File: src/rtl/mips_multicycle_ctrl.sv
// Multi-cycle MIPS control sequencer: FETCH/DECODE/EXEC/MEM/WB with memory-ready timeout trap.
// Optional BEQ support is compiled in when MIPS_CTRL_BRANCH_EN is defined.
module mips_multicycle_ctrl #(
  parameter int MEM_TIMEOUT = 16
) (
  input  logic       clk,
  input  logic       rst,
  input  logic [5:0] opcode,
  input  logic       zero,
  input  logic       mem_ready,
  output logic       mem_read,
  output logic       mem_write,
  output logic       iord,
  output logic       ir_write,
  output logic       pc_write,
  output logic       pc_src,
  output logic       reg_write,
  output logic       mem_to_reg,
  output logic       reg_dst,
  output logic       alu_src,
  output logic [2:0] alu_op,
  output logic [3:0] state,
  output logic [1:0] fault
);

  localparam int CW = (MEM_TIMEOUT > 0) ? $clog2(MEM_TIMEOUT + 1) : 1;

  localparam logic [5:0] OP_RTYPE = 6'b000000;
  localparam logic [5:0] OP_LW    = 6'b100011;
  localparam logic [5:0] OP_SW    = 6'b101011;
  localparam logic [5:0] OP_BEQ   = 6'b000100;

  localparam logic [1:0] FAULT_NONE    = 2'b00;
  localparam logic [1:0] FAULT_ILLEGAL = 2'b01;
  localparam logic [1:0] FAULT_TIMEOUT = 2'b10;

  typedef enum logic [3:0] {
    S_FETCH  = 4'd0,
    S_DECODE = 4'd1,
    S_EXEC_R = 4'd2,
    S_ADDR   = 4'd3,
    S_MEM_RD = 4'd4,
    S_MEM_WR = 4'd5,
    S_WB_R   = 4'd6,
    S_WB_MEM = 4'd7,
    S_BRANCH = 4'd8,
    S_TRAP   = 4'd9
  } state_t;

  state_t        state_q, state_d;
  logic [1:0]    fault_q, fault_d;
  logic [CW-1:0] wait_cnt_q, wait_cnt_d;
  logic          mem_wait_s;
  logic          timeout_s;

`ifndef MIPS_CTRL_BRANCH_EN
  logic unused_zero_s;
  assign unused_zero_s = zero;
`endif

  // Memory wait detection and timeout expiry; mem_ready always wins over expiry.
  always_comb begin
    mem_wait_s = 1'b0;
    if ((state_q == S_FETCH) || (state_q == S_MEM_RD) || (state_q == S_MEM_WR)) begin
      mem_wait_s = !mem_ready;
    end else begin
      mem_wait_s = 1'b0;
    end
    timeout_s = (MEM_TIMEOUT != 0) && mem_wait_s && (wait_cnt_q == CW'(MEM_TIMEOUT - 1));
  end

  // Next-state, fault and wait counter computation.
  always_comb begin
    state_d = state_q;
    fault_d = fault_q;
    case (state_q)
      S_FETCH: begin
        if (mem_ready) begin
          state_d = S_DECODE;
        end else if (timeout_s) begin
          state_d = S_TRAP;
          fault_d = FAULT_TIMEOUT;
        end else begin
          state_d = S_FETCH;
        end
      end
      S_DECODE: begin
        case (opcode)
          OP_RTYPE: state_d = S_EXEC_R;
          OP_LW:    state_d = S_ADDR;
          OP_SW:    state_d = S_ADDR;
`ifdef MIPS_CTRL_BRANCH_EN
          OP_BEQ:   state_d = S_BRANCH;
`endif
          default: begin
            state_d = S_TRAP;
            fault_d = FAULT_ILLEGAL;
          end
        endcase
      end
      S_EXEC_R: state_d = S_WB_R;
      S_WB_R:   state_d = S_FETCH;
      S_ADDR: begin
        if (opcode == OP_SW) begin
          state_d = S_MEM_WR;
        end else begin
          state_d = S_MEM_RD;
        end
      end
      S_MEM_RD, S_MEM_WR: begin
        if (mem_ready) begin
          state_d = (state_q == S_MEM_RD) ? S_WB_MEM : S_FETCH;
        end else if (timeout_s) begin
          state_d = S_TRAP;
          fault_d = FAULT_TIMEOUT;
        end else begin
          state_d = state_q;
        end
      end
      S_WB_MEM: state_d = S_FETCH;
`ifdef MIPS_CTRL_BRANCH_EN
      S_BRANCH: state_d = S_FETCH;
`endif
      S_TRAP:   state_d = S_TRAP;
      default: begin
        state_d = S_TRAP;
        fault_d = FAULT_ILLEGAL;
      end
    endcase

    if (state_d != state_q) begin
      wait_cnt_d = '0;
    end else if (mem_wait_s && !(&wait_cnt_q)) begin
      wait_cnt_d = wait_cnt_q + CW'(1);
    end else begin
      wait_cnt_d = wait_cnt_q;
    end
  end

  // State, fault and wait counter registers with synchronous reset.
  always_ff @(posedge clk) begin
    if (rst) begin
      state_q    <= S_FETCH;
      fault_q    <= FAULT_NONE;
      wait_cnt_q <= '0;
    end else begin
      state_q    <= state_d;
      fault_q    <= fault_d;
      wait_cnt_q <= wait_cnt_d;
    end
  end

  // Control outputs decoded from the current state; everything is held low during reset.
  always_comb begin
    mem_read   = 1'b0;
    mem_write  = 1'b0;
    iord       = 1'b0;
    ir_write   = 1'b0;
    pc_write   = 1'b0;
    pc_src     = 1'b0;
    reg_write  = 1'b0;
    mem_to_reg = 1'b0;
    reg_dst    = 1'b0;
    alu_src    = 1'b0;
    alu_op     = 3'b000;
    state      = 4'd0;
    fault      = FAULT_NONE;
    if (!rst) begin
      state = state_q;
      fault = fault_q;
      case (state_q)
        S_FETCH: begin
          mem_read = 1'b1;
          ir_write = mem_ready;
          pc_write = mem_ready;
        end
        S_EXEC_R: alu_op = 3'b010;
        S_WB_R: begin
          reg_write = 1'b1;
          reg_dst   = 1'b1;
          alu_op    = 3'b010;
        end
        S_ADDR: alu_src = 1'b1;
        S_MEM_RD: begin
          mem_read = 1'b1;
          iord     = 1'b1;
        end
        S_MEM_WR: begin
          mem_write = 1'b1;
          iord      = 1'b1;
        end
        S_WB_MEM: begin
          reg_write  = 1'b1;
          mem_to_reg = 1'b1;
        end
`ifdef MIPS_CTRL_BRANCH_EN
        S_BRANCH: begin
          alu_op   = 3'b001;
          pc_write = zero;
          pc_src   = 1'b1;
        end
`endif
        default: mem_read = 1'b0;
      endcase
    end else begin
      state = 4'd0;
    end
  end

endmodule

File: config.mk
export PLATFORM = sky130hd
export DESIGN_NAME = mips_multicycle_ctrl
export DESIGN_NICKNAME = d
export VERILOG_FILES = /design/src/rtl/mips_multicycle_ctrl.sv
export SDC_FILE = /design/constraint.sdc
export NUM_CORES = 1
export LEC_CHECK = 0
export CAP_MARGIN = 15
export CORE_AREA = 2 2 43 49
export DETAILED_ROUTE_END_ITERATION = 12
export DIE_AREA = 0 0 45 51
export PLACE_DENSITY = 0.86
export RECOVER_POWER = 100
export SLEW_MARGIN = 20
export SYNTH_ARGS = -nofsm -noshare
export SYNTH_HDL_FRONTEND = slang
export SYNTH_SLANG_ARGS = --single-unit
File: constraint.sdc
create_clock -name clk -period 3.9 [get_ports clk]
set_clock_uncertainty 0.05 [all_clocks]
set_input_delay 0.39 -clock clk [delete_from_list [all_inputs] [get_ports clk]]
set_output_delay 0.39 -clock clk [all_outputs]
set_load 0.1 [all_outputs]
==> run_results.csv <==
group,metric,value,unit
clock_network,clk_pin_slew,70,ps
routing,top_layer,"met4",
setup_path,slowest_stage,"clkbuf_1",
synthesis,yosysTopAreaCellShare,26.95,%
clock_network,root_buffer,"clkbuf_4",
routing,wl_met1,837,um
grt,grt_util_all_layers,17.51,%
pwr,total_power,299.5,uW
floorplan,start_util,43.65,%
grt,grt_first_pass_wirelength,3.105,mm
timing,drv_slew,0,
placement,dp_hpwl,1.413,mm
routing,routedWlPerCell,13.96,um
floorplan,rows,17,
routing,ant_nets,0,
synthesis,syn_avg_cell_area,8.089,um2
timing,worst_pin_slew,1171,ps
finish,drive_gt1_share,7.500,%
synthesis,synth.largest_area_cell,"dfxtp_1",
finish,area_delta_synth_final,16.39,%
timing,fmax,328.0,MHz
clock_network,h-tree-depth,1,
floorplan,io_pins,29,
pwr,peakVddDrop,0.0001411,V
routing,routed_via_density,6.014,
timing,setup_violations,0,
clock_network,worst_skew_pair.late_latency,270,ps
synthesis,syn_area,817.0,um2
clock_network,cts_tree,"built",
routing,wl,1.941,mm
timing,max_slew_margin,22.29,%
setup_path,crit_type,"input port to output port",
setup_path,worst_ep_arrival_time,2610,ps
timing,whs,460.7,ps
floorplan,die_w,45,um
floorplan,fp.dieArea,2295,um2
setup_path,path_delay_family,"buffers and inverters",
finish,diodes,0,
finish,n_fill_cell,205,
synthesis,ys_warn_count,0,
setup_path,r2r_end,"wait_cnt_q[3]",
status,outcome,"finished, final reports clean",
synthesis,netlist_top_cells_area,"dfxtp_1 27%, ha_1 4.6%, nor2b_1 3.8%, a211oi_1 3.7%, buf_4 3.7%",
floorplan,coreArea,1872,um2
worst_hold_path,hold_end,"fault_q[1]",
routing,firstDrtPassIters,4,
worst_hold_path,hold_depth,2,
setup_path,path_cells,"dlygate4sd3_1, nor4_1, and2_1, clkbuf_1",
clock_network,holdBufCountCts,0,
floorplan,die_y,51,um
grt,grt_pass1_vias,780,
grt,grt_max_degree,19,
clock_network,clock_path_buffers,2,
timing,period_needed,3049,ps
run,drv_cap,0,
synthesis,yosysSeqAreaShare,26.95,%
setup_path,worstReg2RegStart,"wait_cnt_q[0]",
routing,wl_met2,979,um
finish,seq_area,220.2,um2
routing,num_vias,836,
clock_network,cts_resized,0,
synthesis,ys_ff_latch,11,
finish,nets,134,
synthesis,synth.distinct_cells,43,
placement,place.gp.congestion,0.7809,
setup_path,critPathMaxStageDelay,860,ps
grt,antenna_found_initial,0,
setup_path,cp-end-kind,"output port",
worst_hold_path,hp-start,"fault_q[1]",
synthesis,syn_inst,101,
placement,io_buffers,24,
setup_path,worstPathMaxFanout,18,
setup_path,r2r_setup_slack,1490,ps
timing,finalHoldViolations,0,
routing,wl_met3,98,um
worst_hold_path,hold_class,"register to register",
grt,grt_overflow,0,
routing,drc,0,
timing,finalCritPeriodShare,78.17,%
routing,drtIter0Drc,14,
setup_path,rr_worst_depth,7,
pwr,leakage,0.3521,nW
setup_path,crit_buf_inv,2,
setup_path,crit_required,3460,ps
clock_network,clock_sinks,11,
setup_path,startpoint_type,"input port",
pwr,powerDensity,315.0,nW/um2
clock_network,post_cts_buffers,0,
clock_network,cts_made_buffers,3,
finish,multiInputGateArea,514.2,um2
timing,rsz0062_at_grt,"false",
[worst min-delay path, cell delays in order (launching register included)]
cell and delay (ps):
dfxtp_1 310, o311ai_0 80, a21oi_1 70
[layout by cell type (no fill, tap or decap), drive strengths merged, types with 2 or more instances in the layout]
cell,n
ha,3
a31oi,2
nor4,5
dfxtp,11
clkbuf,18
conb,3
buf,2
nor2b,5
clkdlybuf4s50,7
xor2,2
nand2,2
and3,3
and2,2
nor2,8
a221oi,2
nand3,4
a211oi,4
a2111oi,2
nor3,4
nand2b,2
o21ai,3
inv,5
a21oi,4
[per-layer routing]
layer	vias to the layer above	GRT usage, %
met3	5	2.827
met4	0	7.843
met1	406	20.09
met5	-	0
li1	406	-
met2	19	30.71
[power breakdown]
group	internal, mW	switching [mW]
registers	0.116	0.00832
logic	0.0210	0.0736
clock network	0.0396	0.0406
total	0.177	0.122
[sequential cells by signal, summed over array words and instances, names as in the netlist]
| name | count |
|---|---|
| fault_q | 2 |
| state_q | 4 |
| wait_cnt_q | 5 |
[how the worst max path moves through the flow]
stage	from	end	slack, ps	depth (start not counted)
global placement	rst	ir_write	1530	4
floorplan	state_q[3]	pc_write	-240	4
global route	rst	reg_dst	740	4
finish	rst	reg_dst	850	4
CTS	rst	reg_dst	1490	4
detailed placement	opcode[1]	wait_cnt_q[3]	1480	5
[cell usage after synthesis (all sizes together)]
master	number
nand4	1
a211oi	4
clkbuf	4
xor2	2
nand3	4
nor4	5
a311oi	1
nand3b	1
o21a	1
a21oi	4
o31ai	1
ha	3
or2	1
nand2b	2
nor2b	5
a221oi	2
nor4bb	1
and2	2
a2111oi	2
o2111ai	1
or3	1
nor2	8
and3	3
a21boi	1
a31oi	2
buf	7
conb	1
nand2	2
nor3	4
dfxtp	11
mux2	1
inv	5
o311ai	1
mux2i	1
o21ai	3
and4	1
or4	1
a21o	1
[cells by family after synthesis]
| logic type | count (synthesis) | share of synthesized area (%) |
|---|---|---|
| other cells | 1 | 0.4590 |
| flops | 11 | 26.95 |
| fa+ha+maj | 3 | 4.595 |
| mux | 2 | 2.603 |
| simple gates | 42 | 31.40 |
| buf+inv | 16 | 10.41 |
| xor+xnor | 2 | 2.144 |
| compound gates | 24 | 21.44 |
[area by class of cell]
class	instances	area share (%)
Clock buffer	4	2.763
Inverter	5	1.974
Multi-Input combinational cell	76	54.08
Sequential cell	11	23.16
Tap cell	19	2.500
Timing Repair Buffer	24	15.53
[through the flow]
| stage | setup WS [ps] | instances | TNS (ps) | utilization (%) | cell area, um2 |
|---|---|---|---|---|---|
| floorplan | -242.7 | 103 | -672.6 | - | 837.1 |
| finish | 851.3 | 139 | 0 | 50.80 | 950.9 |
| CTS | 1492 | 139 | 0 | 54.55 | 1021 |
| global route | 737.6 | 139 | 0 | 50.80 | 950.9 |
| detailed placement | 1480 | 135 | 0 | 53.14 | 994.7 |
| global placement | 1527 | 135 | 0 | 53.14 | 994.7 |
Note: power is estimated with default switching activity, not from simulation.
